## config.mk

```make
export PLATFORM = sky130hd
export DESIGN_NAME = branch_rs_flat
export DESIGN_NICKNAME = d
export VERILOG_FILES = /design/src/rtl/branch_rs_if.sv /design/src/rtl/branch_rs.sv /design/src/flat_wrapper.sv
export SDC_FILE = /design/constraint.sdc
export NUM_CORES = 1
export LEC_CHECK = 0
export CORE_MARGIN = 1
export CORE_UTILIZATION = 42
export CTS_BUF_LIST = sky130_fd_sc_hd__clkbuf_2
export DETAILED_ROUTE_END_ITERATION = 10
export PLACE_DENSITY = 0.63
export SETUP_SLACK_MARGIN = 0.5
export SYNTH_ARGS = -nofsm -noshare
export SYNTH_HDL_FRONTEND = slang
export SYNTH_SLANG_ARGS = --single-unit
```

## constraint.sdc

```tcl
create_clock -name clk -period 10.2 [get_ports clk]
set_clock_uncertainty 0.2 [all_clocks]
set_input_delay 2.04 -clock clk [delete_from_list [all_inputs] [get_ports clk]]
set_output_delay 2.04 -clock clk [all_outputs]
set_load 0.01 [all_outputs]
```

## src/rtl/branch_rs_if.sv

```systemverilog
// Signal bundle between dispatch, CDB, branch execution unit and branch_rs.
interface branch_rs_if #(
  parameter int unsigned DEPTH = 4,
  parameter int unsigned TAG_W = 5
);
  localparam int unsigned CNT_W = $clog2(DEPTH + 1);

  logic              in_valid;
  logic              in_ready;
  logic [4:0]        in_op;
  logic [4:0]        in_rd;
  logic              in_src1_ready;
  logic              in_src2_ready;
  logic [31:0]       in_src1;
  logic [31:0]       in_src2;
  logic [31:0]       in_imm;
  logic [31:0]       in_pc;
  logic              cdb_valid;
  logic [TAG_W-1:0]  cdb_tag;
  logic [31:0]       cdb_data;
  logic              flush;
  logic              start;
  logic [105:0]      rs;
  logic [31:0]       pc;
  logic              finish;
  logic [CNT_W-1:0]  count;

  modport master (
    output in_valid, in_op, in_rd, in_src1_ready, in_src2_ready, in_src1, in_src2,
           in_imm, in_pc, cdb_valid, cdb_tag, cdb_data, flush, finish,
    input  in_ready, start, rs, pc, count
  );

  modport slave (
    input  in_valid, in_op, in_rd, in_src1_ready, in_src2_ready, in_src1, in_src2,
           in_imm, in_pc, cdb_valid, cdb_tag, cdb_data, flush, finish,
    output in_ready, start, rs, pc, count
  );
endinterface

```

## src/rtl/branch_rs.sv

```systemverilog
// Branch reservation station: in-order FIFO of branch micro-ops with CDB
// operand wakeup, issuing one branch at a time to the branch unit.
// Optional macro BRANCH_RS_ISSUE_BYPASS_EN lets the head issue on the same
// cycle its last operand is broadcast.
module branch_rs #(
  parameter int unsigned DEPTH = 4,
  parameter int unsigned TAG_W = 5
) (
  input logic        clk,
  input logic        reset,
  branch_rs_if.slave bus
);
  localparam int unsigned PTR_W = $clog2(DEPTH);
  localparam int unsigned CNT_W = $clog2(DEPTH + 1);

  typedef enum logic [0:0] {S_IDLE = 1'b0, S_BUSY = 1'b1} state_t;

  state_t           r_state;
  state_t           w_state_nxt;

  logic [DEPTH-1:0] r_valid;
  logic [DEPTH-1:0] r_rdy1;
  logic [DEPTH-1:0] r_rdy2;
  logic [4:0]       r_ent_op   [DEPTH];
  logic [4:0]       r_ent_rd   [DEPTH];
  logic [31:0]      r_ent_src1 [DEPTH];
  logic [31:0]      r_ent_src2 [DEPTH];
  logic [31:0]      r_ent_imm  [DEPTH];
  logic [31:0]      r_ent_pc   [DEPTH];
  logic [PTR_W-1:0] r_head;
  logic [PTR_W-1:0] r_tail;
  logic [CNT_W-1:0] r_count;
  logic             r_start;
  logic [105:0]     r_rs;
  logic [31:0]      r_pc;

  logic [DEPTH-1:0] w_wake1;
  logic [DEPTH-1:0] w_wake2;
  logic             w_in_ready;
  logic             w_push;
  logic             w_cap1;
  logic             w_cap2;
  logic             w_h_rdy1;
  logic             w_h_rdy2;
  logic [31:0]      w_h_val1;
  logic [31:0]      w_h_val2;
  logic             w_issue;
  logic [CNT_W-1:0] w_count_nxt;

  assign w_in_ready = (r_count < CNT_W'(DEPTH));
  assign w_push     = bus.in_valid && w_in_ready && !bus.flush;
  // A broadcast arriving with the enqueue must be captured or it is lost.
  assign w_cap1 = !bus.in_src1_ready && bus.cdb_valid && (bus.in_src1[TAG_W-1:0] == bus.cdb_tag);
  assign w_cap2 = !bus.in_src2_ready && bus.cdb_valid && (bus.in_src2[TAG_W-1:0] == bus.cdb_tag);

  // Per-entry CDB tag match for sources still waiting.
  always_comb begin
    w_wake1 = '0;
    w_wake2 = '0;
    for (int i = 0; i < DEPTH; i++) begin
      w_wake1[PTR_W'(i)] = bus.cdb_valid && r_valid[PTR_W'(i)] && !r_rdy1[PTR_W'(i)] &&
                           (r_ent_src1[PTR_W'(i)][TAG_W-1:0] == bus.cdb_tag);
      w_wake2[PTR_W'(i)] = bus.cdb_valid && r_valid[PTR_W'(i)] && !r_rdy2[PTR_W'(i)] &&
                           (r_ent_src2[PTR_W'(i)][TAG_W-1:0] == bus.cdb_tag);
    end
  end

`ifdef BRANCH_RS_ISSUE_BYPASS_EN
  // Head operand readiness including the broadcast of this cycle.
  assign w_h_rdy1 = r_rdy1[r_head] || w_wake1[r_head];
  assign w_h_rdy2 = r_rdy2[r_head] || w_wake2[r_head];
  assign w_h_val1 = w_wake1[r_head] ? bus.cdb_data : r_ent_src1[r_head];
  assign w_h_val2 = w_wake2[r_head] ? bus.cdb_data : r_ent_src2[r_head];
`else
  // Head operand readiness from stored state only.
  assign w_h_rdy1 = r_rdy1[r_head];
  assign w_h_rdy2 = r_rdy2[r_head];
  assign w_h_val1 = r_ent_src1[r_head];
  assign w_h_val2 = r_ent_src2[r_head];
`endif

  // Busy state register.
  always_ff @(posedge clk or negedge reset) begin
    if (!reset) r_state <= S_IDLE;
    else        r_state <= w_state_nxt;
  end

  // Issue decision and busy next-state.
  always_comb begin
    w_state_nxt = r_state;
    w_issue     = 1'b0;
    case (r_state)
      S_IDLE: begin
        if (!bus.flush && r_valid[r_head] && w_h_rdy1 && w_h_rdy2) begin
          w_issue     = 1'b1;
          w_state_nxt = S_BUSY;
        end
      end
      S_BUSY: begin
        if (bus.flush || bus.finish) w_state_nxt = S_IDLE;
      end
      default: w_state_nxt = S_IDLE;
    endcase
  end

  // Occupancy update; a simultaneous push and pop cancel out.
  always_comb begin
    w_count_nxt = r_count;
    case ({w_push, w_issue})
      2'b10:   w_count_nxt = r_count + CNT_W'(1);
      2'b01:   w_count_nxt = r_count - CNT_W'(1);
      default: w_count_nxt = r_count;
    endcase
  end

  // Control flags, pointers and issue outputs.
  always_ff @(posedge clk or negedge reset) begin
    if (!reset) begin
      r_valid <= '0;
      r_rdy1  <= '0;
      r_rdy2  <= '0;
      r_head  <= '0;
      r_tail  <= '0;
      r_count <= '0;
      r_start <= 1'b0;
      r_rs    <= '0;
      r_pc    <= '0;
    end else if (bus.flush) begin
      r_valid <= '0;
      r_head  <= '0;
      r_tail  <= '0;
      r_count <= '0;
      r_start <= 1'b0;
    end else begin
      r_start <= w_issue;
      r_count <= w_count_nxt;
      r_rdy1  <= r_rdy1 | w_wake1;
      r_rdy2  <= r_rdy2 | w_wake2;
      if (w_issue) begin
        r_rs            <= {r_ent_op[r_head], r_ent_rd[r_head], w_h_val1, w_h_val2, r_ent_imm[r_head]};
        r_pc            <= r_ent_pc[r_head];
        r_valid[r_head] <= 1'b0;
        r_head          <= r_head + PTR_W'(1);
      end
      if (w_push) begin
        r_valid[r_tail] <= 1'b1;
        r_rdy1[r_tail]  <= bus.in_src1_ready || w_cap1;
        r_rdy2[r_tail]  <= bus.in_src2_ready || w_cap2;
        r_tail          <= r_tail + PTR_W'(1);
      end
    end
  end

  // Entry payload: written on enqueue, source fields refreshed on wakeup.
  always_ff @(posedge clk) begin
    for (int i = 0; i < DEPTH; i++) begin
      if (w_wake1[PTR_W'(i)]) r_ent_src1[PTR_W'(i)] <= bus.cdb_data;
      if (w_wake2[PTR_W'(i)]) r_ent_src2[PTR_W'(i)] <= bus.cdb_data;
    end
    if (w_push) begin
      r_ent_op[r_tail]   <= bus.in_op;
      r_ent_rd[r_tail]   <= bus.in_rd;
      r_ent_imm[r_tail]  <= bus.in_imm;
      r_ent_pc[r_tail]   <= bus.in_pc;
      r_ent_src1[r_tail] <= w_cap1 ? bus.cdb_data : bus.in_src1;
      r_ent_src2[r_tail] <= w_cap2 ? bus.cdb_data : bus.in_src2;
    end
  end

  assign bus.in_ready = w_in_ready;
  assign bus.start    = r_start;
  assign bus.rs       = r_rs;
  assign bus.pc       = r_pc;
  assign bus.count    = r_count;

endmodule
```

## src/flat_wrapper.sv

```systemverilog
// flat-port wrapper written by rule: the top's interface ports become plain ports
module branch_rs_flat 
#(
  parameter int unsigned DEPTH = 4,
  parameter int unsigned TAG_W = 5
)
  (clk, reset, bus_in_valid, bus_in_op, bus_in_rd, bus_in_src1_ready, bus_in_src2_ready, bus_in_src1, bus_in_src2, bus_in_imm, bus_in_pc, bus_cdb_valid, bus_cdb_tag, bus_cdb_data, bus_flush, bus_finish, bus_in_ready, bus_start, bus_rs, bus_pc, bus_count);
  branch_rs_if #(.DEPTH(DEPTH), .TAG_W(TAG_W)) bus_i ();
  input logic clk;
  input logic reset;
  input wire logic [$bits(bus_i.in_valid)-1:0] bus_in_valid;
  input wire logic [$bits(bus_i.in_op)-1:0] bus_in_op;
  input wire logic [$bits(bus_i.in_rd)-1:0] bus_in_rd;
  input wire logic [$bits(bus_i.in_src1_ready)-1:0] bus_in_src1_ready;
  input wire logic [$bits(bus_i.in_src2_ready)-1:0] bus_in_src2_ready;
  input wire logic [$bits(bus_i.in_src1)-1:0] bus_in_src1;
  input wire logic [$bits(bus_i.in_src2)-1:0] bus_in_src2;
  input wire logic [$bits(bus_i.in_imm)-1:0] bus_in_imm;
  input wire logic [$bits(bus_i.in_pc)-1:0] bus_in_pc;
  input wire logic [$bits(bus_i.cdb_valid)-1:0] bus_cdb_valid;
  input wire logic [$bits(bus_i.cdb_tag)-1:0] bus_cdb_tag;
  input wire logic [$bits(bus_i.cdb_data)-1:0] bus_cdb_data;
  input wire logic [$bits(bus_i.flush)-1:0] bus_flush;
  input wire logic [$bits(bus_i.finish)-1:0] bus_finish;
  output wire logic [$bits(bus_i.in_ready)-1:0] bus_in_ready;
  output wire logic [$bits(bus_i.start)-1:0] bus_start;
  output wire logic [$bits(bus_i.rs)-1:0] bus_rs;
  output wire logic [$bits(bus_i.pc)-1:0] bus_pc;
  output wire logic [$bits(bus_i.count)-1:0] bus_count;
  assign bus_i.in_valid = bus_in_valid;
  assign bus_i.in_op = bus_in_op;
  assign bus_i.in_rd = bus_in_rd;
  assign bus_i.in_src1_ready = bus_in_src1_ready;
  assign bus_i.in_src2_ready = bus_in_src2_ready;
  assign bus_i.in_src1 = bus_in_src1;
  assign bus_i.in_src2 = bus_in_src2;
  assign bus_i.in_imm = bus_in_imm;
  assign bus_i.in_pc = bus_in_pc;
  assign bus_i.cdb_valid = bus_cdb_valid;
  assign bus_i.cdb_tag = bus_cdb_tag;
  assign bus_i.cdb_data = bus_cdb_data;
  assign bus_i.flush = bus_flush;
  assign bus_i.finish = bus_finish;
  assign bus_in_ready = bus_i.in_ready;
  assign bus_start = bus_i.start;
  assign bus_rs = bus_i.rs;
  assign bus_pc = bus_i.pc;
  assign bus_count = bus_i.count;
  branch_rs #(.DEPTH(DEPTH), .TAG_W(TAG_W)) u_core (.clk(clk), .reset(reset), .bus(bus_i));
endmodule
```

==> flow_summary.json <==
{
  "grt_pass1_vias": 17145,
  "min_path_type": "reg2reg",
  "hold_depth": 1,
  "final-max-slew-violation-count": 0,
  "port_buffers": 325,
  "cts_tree": "built",
  "antenna_found_initial": 21,
  "htree_levels": 4,
  "synth-async-reset-ratio_pct": 22.4,
  "relSlewSlack_pct": 26.5,
  "syn_area_per_cell_um2": 20.5,
  "grt_first_pass_wirelength_mm": 102,
  "syn-cell-area_mm2": 0.0289,
  "worst_slew_pin_slew_ns": 1.10,
  "initialDrtViolationCount": 857,
  "final-setup-viol-count": 0,
  "synthFlopType": "edfxtp_1",
  "dr.pass1.iters": 5,
  "yosysSeqAreaShare_pct": 71.0,
  "slowest_delay_ns": 0.57,
  "gp_congestion": 0.842,
  "hold_violations": 0,
  "die_w_um": 264,
  "coreArea_mm2": 0.0676,
  "cpMaxStageDelayCell": "clkdlybuf4s50_1",
  "vias_per_cell": 5.29,
  "hold_ws_ns": 0.294,
  "cts_buffers": 184,
  "status": "finished clean",
  "synth_most_common_cell": "edfxtp_1",
  "die_area_mm2": 0.0700,
  "cts.hold.buffers_added": 0,
  "rsz0062_at_grt": "no",
  "overflow": 0,
  "synth_enable_flop_cells": 552,
  "grtUsageTotal_pct": 20.0,
  "crit_arrival_ns": 2.38,
  "synth_cells": 1415,
  "synth_top_area_cell": "edfxtp_1",
  "maxCapViolations": 0,
  "ctsResizeCount": 0,
  "fp-row-count": 95,
  "finalCritPeriodShare_pct": 45.3,
  "insertion_delay_ns": 1.28,
  "fin_total_pwr_mw": 7.17,
  "synth_top_area_share_pct": 57.3,
  "path_class": "reg2out",
  "io_pins": 326,
  "fin_crit_ns": 4.62,
  "start_util_pct": 42.8,
  "vdd.ir_drop.worst_mv": 0.0927,
  "area_growth_pct": 20.6,
  "ys_top_cells_by_area": "edfxtp_1 (57%), dfrtp_1 (14%), mux4_2 (11%)",
  "dp_hpwl_mm": 40.2,
  "crit_path_end_kind": "output pin",
  "drcViolationCount": 0,
  "grt_max_degree": 140,
  "routed_wl_mm": 68.3,
  "power_density_mw_per_mm2": 205,
  "cp_cell_sequence": "inv_1, clkdlybuf4s50_1",
  "synth_fp_nets": 1607,
  "drive_gt1_share_pct": 36.0,
  "cp-start-kind": "flip-flop",
  "clock-sinks": 711,
  "leakage_nw": 12.3,
  "yosys_warnings": 0,
  "clkTransAtPathRegs_ns": 0.10,
  "nets": 2064,
  "clock.fmax_mhz": 216,
  "die_h_um": 264,
  "cp_max_fo": 7,
  "yosys-top-cells-count": "edfxtp_1 (552), mux2_2 (232), dfrtp_1 (159)",
  "cts_buffer_depth": 3,
  "ys_types": 46,
  "vias": 15378,
  "root_buffer": "clkbuf_2",
  "cts_setup_buffers": 0,
  "antenna_left": 0,
  "required_ns": 7.96,
  "setup_tns_ns": 0,
  "wl_per_cell_um": 23.5,
  "synth_seq_cells": 711,
  "reg2reg_depth": 4
}
==> state kept, by name, summed over array words and instances (netlist names), 2 cells and up <==
| name | cells |
|---|---|
| u_core.r_valid | 4 |
| u_core.bus.pc | 32 |
| u_core.r_ent_imm | 128 |
| u_core.r_ent_rd | 20 |
| u_core.r_ent_src1 | 128 |
| u_core.bus.rs | 106 |
| u_core.r_tail | 2 |
| u_core.r_ent_src2 | 128 |
| u_core.r_rdy1 | 4 |
| u_core.r_head | 2 |
| u_core.r_ent_pc | 128 |
| u_core.r_rdy2 | 4 |
| u_core.r_ent_op | 20 |
| u_core.bus.count | 3 |
==> final cells by class <==
type                    count  area, µm²
diodes                      5       12.5
clock buffers             298       1490
clock inverters            43        245
fillers                  5599      32700
inverters                   9       36.3
multi-input cells         619       8030
flip-flops and latches    711      20600
well taps                 873       1090
repair buffers            347       3430
==> path summary, 6_finish.rpt <==
kind                                      from            endpoint  slack [ns]
setup / recovery           u_core.bus.count[2]        bus_in_ready        5.58
hold / removal               u_core.bus.rs[64]   u_core.bus.rs[64]        0.29
setup reg to reg              u_core.r_head[0]   u_core.bus.rs[93]        6.56
hold reg to reg              u_core.bus.rs[64]   u_core.bus.rs[64]        0.29
max in group asynchronous                reset   u_core.bus.rs[54]        7.11
min in group asynchronous                reset  u_core.bus.rs[104]        0.52
==> cell families (layout without fill, tap and decap cells) <==
family	Yosys count	in the layout	share of synthesized area (%)
and+or+nand+nor	61	61	1.16
other	0	5	0
DFF	711	711	71.0
buffers and inverters	85	697	1.62
xor gates and xnor gates	30	30	0.908
AOI/OAI and AO/OA	47	47	1.15
adders and majority gates	9	9	0.415
muxes	472	472	23.7
==> cells in the final DEF (no fill, tap or decap), types with 18 or more instances in the layout <==
cell type / count
buf_4: 21
xnor2_1: 18
clkdlybuf4s50_1: 324
mux2_2: 232
mux2_1: 98
edfxtp_1: 552
mux4_2: 138
clkbuf_2: 298
dfrtp_1: 157
clkinv_1: 31
==> layer usage <==
metal | global-route usage [%] | vias to the layer above | wire (µm)
met1 | 23.5 | 7959 | 27000
met2 | 33.5 | 496 | 34300
met3 | 7.28 | 125 | 5510
met4 | 7.24 | 26 | 1340
li1 | - | 6772 | -
met5 | 0 | - | 155
==> where the power goes <==
group / internal (mW) / switching, mW
clock: 0.821 / 1.15
sequential: 3.49 / 0.203
combinational: 0.876 / 0.629
==> worst max-delay path: cells and delay by family, from the launching register on <==
family,cells,cell delay [ns]
buffers and inverters,2,0.68
DFF,1,0.47
==> through the flow <==
| stage | area (µm²) | std cells | util, % | setup WS [ns] |
|---|---|---|---|---|
| 4_1_cts | 34900 | 2900 | 51.6 | 5.32 |
| 3_5_place_dp | 33200 | 2559 | 49.0 | 4.40 |
| 5_1_grt | 34900 | 2901 | 51.6 | 5.30 |
| 6_report | 34900 | 2905 | 51.6 | 5.58 |
| 2_1_floorplan | 28900 | 1415 | - | 4.39 |
| 3_3_place_gp | 33200 | 2559 | 49.0 | 4.44 |
No activity file was read; power rests on OpenSTA's default activity.
